$ cat src/rtl/usb_tx_pkg.sv
// Shared definitions for the USB transmit path: FSM states, field lengths
// and CRC16 constants used by both the transmitter and the receiver.
package usb_tx_pkg;

  typedef enum logic [2:0] {
    IDLE,
    SYNC,
    PID,
    DATA,
    CRC,
    EOP
  } tx_state_t;

  localparam int SYNC_BITS  = 8;
  localparam int PID_BITS   = 8;
  localparam int DATA_BITS  = 64;
  localparam int CRC_BITS   = 16;
  localparam int EOP_CYCLES = 3;

  // Wide enough to count the longest field (DATA_BITS - 1)
  localparam int CNT_W = 7;

  localparam logic [15:0] CRC16_POLY = 16'h8005;
  localparam logic [15:0] CRC16_INIT = 16'hFFFF;

endpackage

$ cat src/rtl/crc16_serial.sv
// Bit-serial CRC16 (poly 0x8005), MSB-side feedback. Shared between the
// transmitter and the receiver.
module crc16_serial
  import usb_tx_pkg::*;
(
  input  logic        clk,
  input  logic        rst,
  input  logic        init,
  input  logic        en,
  input  logic        bit_in,
  output logic [15:0] crc
);

  logic [15:0] r_crc;
  logic        w_fb;

  assign w_fb = r_crc[15] ^ bit_in;
  assign crc  = r_crc;

  always_ff @(posedge clk or posedge rst) begin
    if (rst) begin
      r_crc <= CRC16_INIT;
    end else if (init) begin
      r_crc <= CRC16_INIT;
    end else if (en) begin
      r_crc <= {r_crc[14:0], 1'b0} ^ (w_fb ? CRC16_POLY : 16'h0000);
    end
  end

endmodule

$ cat src/rtl/send_data.sv
// USB packet serializer: emits SYNC, PID, 64-bit payload and CRC16 as an NRZ
// bit stream, then drives EOP. Stalls on the stuffer's pause in DATA/CRC.
module send_data
  import usb_tx_pkg::*;
(
  input  logic        clk,
  input  logic        rst,
  input  logic        t_data_start,
  input  logic [3:0]  pid,
  input  logic [63:0] data,
  input  logic        pause,
  output logic        bit_out,
  output logic        bit_valid,
  output logic        en_stuff_L,
  output logic        se0,
  output logic        busy,
  output logic        finish
);

  tx_state_t        r_state;
  tx_state_t        w_state_nxt;
  logic [CNT_W-1:0] r_cnt;
  logic [CNT_W-1:0] w_cnt_nxt;
  logic [3:0]       r_pid;
  logic [63:0]      r_data;
  logic [15:0]      w_crc;
  logic             w_accept;
  logic             w_stuff;
  logic             w_hold;
  logic             w_crc_en;

  function automatic logic is_last(input logic [CNT_W-1:0] cnt, input int len);
    return cnt == CNT_W'(len - 1);
  endfunction

  assign w_accept = (r_state == IDLE) && t_data_start;
  assign w_stuff  = (r_state == DATA) || (r_state == CRC);
  assign w_hold   = w_stuff && pause;
  assign w_crc_en = (r_state == DATA) && !pause;

  crc16_serial u_crc (
    .clk    (clk),
    .rst    (rst),
    .init   (w_accept),
    .en     (w_crc_en),
    .bit_in (r_data[r_cnt[5:0]]),
    .crc    (w_crc)
  );

  always_comb begin
    w_state_nxt = r_state;
    w_cnt_nxt   = r_cnt + 1'b1;
    case (r_state)
      IDLE: begin
        w_cnt_nxt = '0;
        if (t_data_start) w_state_nxt = SYNC;
      end
      SYNC: begin
        if (is_last(r_cnt, SYNC_BITS)) begin
          w_state_nxt = PID;
          w_cnt_nxt   = '0;
        end
      end
      PID: begin
        if (is_last(r_cnt, PID_BITS)) begin
          w_state_nxt = DATA;
          w_cnt_nxt   = '0;
        end
      end
      DATA: begin
        if (w_hold) begin
          w_cnt_nxt = r_cnt;
        end else if (is_last(r_cnt, DATA_BITS)) begin
          w_state_nxt = CRC;
          w_cnt_nxt   = '0;
        end
      end
      CRC: begin
        if (w_hold) begin
          w_cnt_nxt = r_cnt;
        end else if (is_last(r_cnt, CRC_BITS)) begin
          w_state_nxt = EOP;
          w_cnt_nxt   = '0;
        end
      end
      EOP: begin
        if (is_last(r_cnt, EOP_CYCLES)) begin
          w_state_nxt = IDLE;
          w_cnt_nxt   = '0;
        end
      end
      default: begin
        w_state_nxt = IDLE;
        w_cnt_nxt   = '0;
      end
    endcase
  end

  // Captured pid/data are only written on start accept, so they stay stable mid-packet
  always_ff @(posedge clk or posedge rst) begin
    if (rst) begin
      r_state <= IDLE;
      r_cnt   <= '0;
      r_pid   <= '0;
      r_data  <= '0;
    end else begin
      r_state <= w_state_nxt;
      r_cnt   <= w_cnt_nxt;
      if (w_accept) begin
        r_pid  <= pid;
        r_data <= data;
      end
    end
  end

  always_comb begin
    bit_out    = 1'b0;
    bit_valid  = 1'b0;
    en_stuff_L = 1'b1;
    se0        = 1'b0;
    finish     = 1'b0;
    busy       = (r_state != IDLE);
    case (r_state)
      SYNC: begin
        bit_out   = is_last(r_cnt, SYNC_BITS);
        bit_valid = 1'b1;
      end
      PID: begin
        bit_out   = r_cnt[2] ? ~r_pid[r_cnt[1:0]] : r_pid[r_cnt[1:0]];
        bit_valid = 1'b1;
      end
      DATA: begin
        bit_out    = r_data[r_cnt[5:0]];
        bit_valid  = !pause;
        en_stuff_L = 1'b0;
      end
      CRC: begin
        // ~cnt selects bit 15-cnt: complemented CRC, MSB first
        bit_out    = ~w_crc[~r_cnt[3:0]];
        bit_valid  = !pause;
        en_stuff_L = 1'b0;
      end
      EOP: begin
        se0    = !is_last(r_cnt, EOP_CYCLES);
        finish = is_last(r_cnt, EOP_CYCLES);
      end
      default: ;
    endcase
  end

endmodule

$ cat config.mk
export PLATFORM = sky130hd
export DESIGN_NAME = send_data
export DESIGN_NICKNAME = d
export VERILOG_FILES = /design/src/rtl/usb_tx_pkg.sv /design/src/rtl/crc16_serial.sv /design/src/rtl/send_data.sv
export SDC_FILE = /design/constraint.sdc
export NUM_CORES = 1
export LEC_CHECK = 0
export ABC_CLOCK_PERIOD_IN_PS = 7050
export CORE_AREA = 4 4 114 116
export DETAILED_ROUTE_END_ITERATION = 10
export DIE_AREA = 0 0 118 120
export DONT_BUFFER_PORTS = 1
export GPL_TIMING_DRIVEN = 0
export SLEW_MARGIN = 40
export SYNTH_ARGS = -nofsm -noshare
export SYNTH_HDL_FRONTEND = slang
export SYNTH_HIERARCHICAL = 1
export SYNTH_SLANG_ARGS = --single-unit
$ cat constraint.sdc
create_clock -name clk -period 7.05 [get_ports clk]
set_clock_uncertainty 0.15 [all_clocks]
set_input_delay 0.3525 -clock clk [delete_from_list [all_inputs] [get_ports clk]]
set_output_delay 0.3525 -clock clk [all_outputs]
set_load 0.005 [all_outputs]
==> qor.log <==
[cells_and_area] FILL cells 1033
[cts] clock latency at the later pin of the worst-skew pair 0.34 ns
[cts] CTS Root Cell sky130_fd_sc_hd__clkbuf_16
[placed_design] estimated wirelength of the detail-placed design 7619 µm
[cells_and_area] area grow syn2layout 24.49%
[timing] final-layout setup total negative slack 0 ns
[cts] clock slew at reported path FFs 0.06 ns
[cts] buffer levels on the longest clock path 2
[job] max-cap violations 0
[floorplan] area of the core region 11910 µm²
[cts] clock tree from TritonCTS done
[placed_design] post-detailed-placement cell area 4913 µm²
[worst_setup_path] launching element type of the critical path flip-flop
[synth] portion of synthesized cell area occupied by the leading cell type 0.4153
[synth] Netlist Area Pre-Place 4700 µm²
[cts] total setup buffers inserted after CTS 0
[synth] number of synthesized flops with an enable pin 0
[synth] most numerous cell types in the synthesized netlist sky130_fd_sc_hd__dfrtp_1, sky130_fd_sc_hd__mux2_2, sky130_fd_sc_hd__dfstp_2, sky130_fd_sc_hd__clkbuf_1, sky130_fd_sc_hd__a211o_1
[synth] xor and xnor area share after synthesis 0.01305
[synth] post-synthesis simple-gate area fraction 0.07774
[cts] TritonCTS Buffers 9
[synth] fraction of synthesized area in multiplexers 0.2923
[synth] total of warnings raised by yosys 6
[routing] DRC viols 0
[placed_design] # placed instances 497
[worst_setup_path] type of the worst setup path reg -> out
[timing] final worst slack 3.722 ns
[placed_design] number of buffer cells added on primary ports 0
[cts] number of clock sinks 94
[routing] DR pass1 iterations 4
[timing] final critical delay including setup and external delays 3.328 ns
[synth] mean instance size in the synthesized netlist 13.47 µm²
[floorplan] count of standard-cell rows 40
[placed_design] pre-CTS WS 3.949 ns
[synth] number of distinct library cell variants in the gate-level netlist after synthesis 52
[placed_design] routability-driven placement congestion ratio 0.8204
[timing] transition time of the tightest slew-check pin 0.7651 ns
[synth] top cells by area in the synthesized netlist sky130_fd_sc_hd__dfrtp_1, sky130_fd_sc_hd__mux2_2, sky130_fd_sc_hd__dfstp_2, sky130_fd_sc_hd__mux4_2, sky130_fd_sc_hd__mux4_1
[timing] share of the clock period used by the worst path after layout 0.4721
[worst_setup_path] crit path max fanout 10
[synth] combinational family with the most area after synthesis multiplexers
[cells_and_area] layout cells sized above 1 0.3054
[routing] vias 3097
[cts] number of gates resized after CTS 0
[timing] number of pins with negative max-slew slack in the final report 0
[global_route] wire length of the first global-routing pass 17520 µm
[synth] complex-gate fraction of the synthesized area 0.07481
[pwr] pwr dens 430.3 nW/µm²
[global_route] pin count of the biggest net entering global routing 41
[floorplan] Chip Height 120 µm
[timing] Final Hold Vio Count 0
[synth] nets in the synthesized netlist 423
[global_route] GRT overflow 0
[routing] Routed Antenna Nets 0
[floorplan] area of the die 14160 µm²
[synth] number of standard cells after synthesis 349
[cells_and_area] ANT cells 0
[pwr] reported leakage power 0.002389 µW
[routing] routed length per instance 18.83 µm
[hold_path] worst min path class in -> reg
[routing] count of routing violations after the opening detailed-route iteration 123
[pwr] worst vdd ir 0.0002065 V
[synth] Async S/R FF share, synth 1.000
[cells_and_area] non-filler cells, final 576
[worst_setup_path] data arrival time of the critical path 2.83 ns
[synth] Seq cells post-synth 94
[cts] H-tree depth 3
[global_route] antenna violations before repair 0
[routing] Via density 5.377
[timing] final-report setup violation count 0
[floorplan] Boundary Pins 78
[timing] maximum clock frequency 300.4 MHz
[cells_and_area] Post-Route Utilization 0.4912
[cells_and_area] total number of nets in the final design 498
[synth] most repeated cell in the gate-level netlist after synthesis sky130_fd_sc_hd__dfrtp_1
[worst_setup_path] Critical Path RT 6.55 ns
[cells_and_area] final instance area 5851 µm²
[status] status complete, no violations
[synth] synthesized-area fraction occupied by adder cells 0.005325
[global_route] via count of the first global-routing pass 3274
[synth] dominant cell type by area after synthesis sky130_fd_sc_hd__dfrtp_1
[floorplan] Initial Utilization 0.3945
[timing] unrepaired setup endpoints after global routing no
[synth] portion of the post-synthesis area used by sequential elements 0.5048
[timing] worst rel slew slack 0.4900
[global_route] overall track demand over capacity in global routing 0.1576
[floorplan] Chip Width 118 µm
[worst_setup_path] element type at the critical path end primary output
[synth] commonest register cell after synthesis sky130_fd_sc_hd__dfrtp_1
[cts] number of buffers added to fix hold violations after cts 63
[routing] wire length reported by the detailed router 10840 µm
[kinds of logic after synthesis]
family          after synthesis
simple gates                 66
flops                        94
xor+xnor                      7
fa+ha+maj                     2
buf+inv                      32
compound gates               48
mux                         100
[area by class of cell]
cell class	count	area [µm²]	area share
plain buffers	24	121.4	0.02074
clock buffers	9	225.2	0.03849
clock inverters	7	80.08	0.01369
inverters	8	35.03	0.005988
multi-input cells	223	2182	0.3730
flip-flops and latches	94	2372	0.4055
well taps	147	183.9	0.03144
repair buffers	64	650.6	0.1112
[registers in the layout, summed over array words and instances (netlist names)]
name	count
r_pid	4
u_crc/crc	16
r_state	3
r_cnt	7
r_data	64
[per-layer routing]
layer  vias up  GRT usage  part of all wire
met4         0    0.05568            0.0090
met5         -          0                 0
met2        66     0.2548              0.49
met3         9    0.04430             0.049
met1      1562     0.2040              0.45
li1       1460          -                 -
[worst paths after layout]
path | startpoint | endpoint | slack (ns) | cells after the start
worst max-delay path | r_cnt[1] | bit_out | 3.72 | 7
worst min-delay path | data[57] | r_data[57] | 0.01 | 1
worst max register to register | r_cnt[1] | u_crc/crc[0] | 3.94 | 9
worst min register to register | r_data[21] | r_data[21] | 0.35 | 1
max in group asynchronous | rst | r_data[11] | 5.85 | 3
min in group asynchronous | rst | u_crc/crc[0] | 0.16 | 1
[worst max-delay path, stage by stage, from the launching register on]
cell and delay (ns):
sky130_fd_sc_hd__dfrtp_1 0.40, sky130_fd_sc_hd__buf_6 0.17, sky130_fd_sc_hd__buf_8 0.15, sky130_fd_sc_hd__mux4_2 0.51, sky130_fd_sc_hd__mux4_2 0.48, sky130_fd_sc_hd__mux2_2 0.28, sky130_fd_sc_hd__a21o_1 0.26, sky130_fd_sc_hd__a21o_1 0.25
[cells in the final DEF (no fill, tap or decap), types with 10 or more instances in the layout]
cell                            synthesis  layout
sky130_fd_sc_hd__dfrtp_1               78      78
sky130_fd_sc_hd__mux2_2                71      71
sky130_fd_sc_hd__dlygate4sd3_1          0      63
sky130_fd_sc_hd__dfstp_2               16      16
sky130_fd_sc_hd__clkbuf_1              14      13
sky130_fd_sc_hd__a211o_1               13      13
sky130_fd_sc_hd__nor2_1                11      11
sky130_fd_sc_hd__mux4_2                11      11
sky130_fd_sc_hd__nand2_1               10      10
sky130_fd_sc_hd__and2_1                10      10
[report_power, final]
group,internal (µW),switching (µW)
combinational,580,471
clock,279,215
sequential,834,139
[per-stage QoR]
stage | hold WS [ns] | power (µW)
2_1_floorplan | 0.3220 | 1762
3_3_place_gp | 0.3317 | 1971
3_5_place_dp | 0.09750 | 2003
4_1_cts | 0.001375 | 2538
5_1_grt | 0.006218 | 2685
6_report | 0.01282 | 2518
No activity file was read; power rests on OpenSTA's default activity.
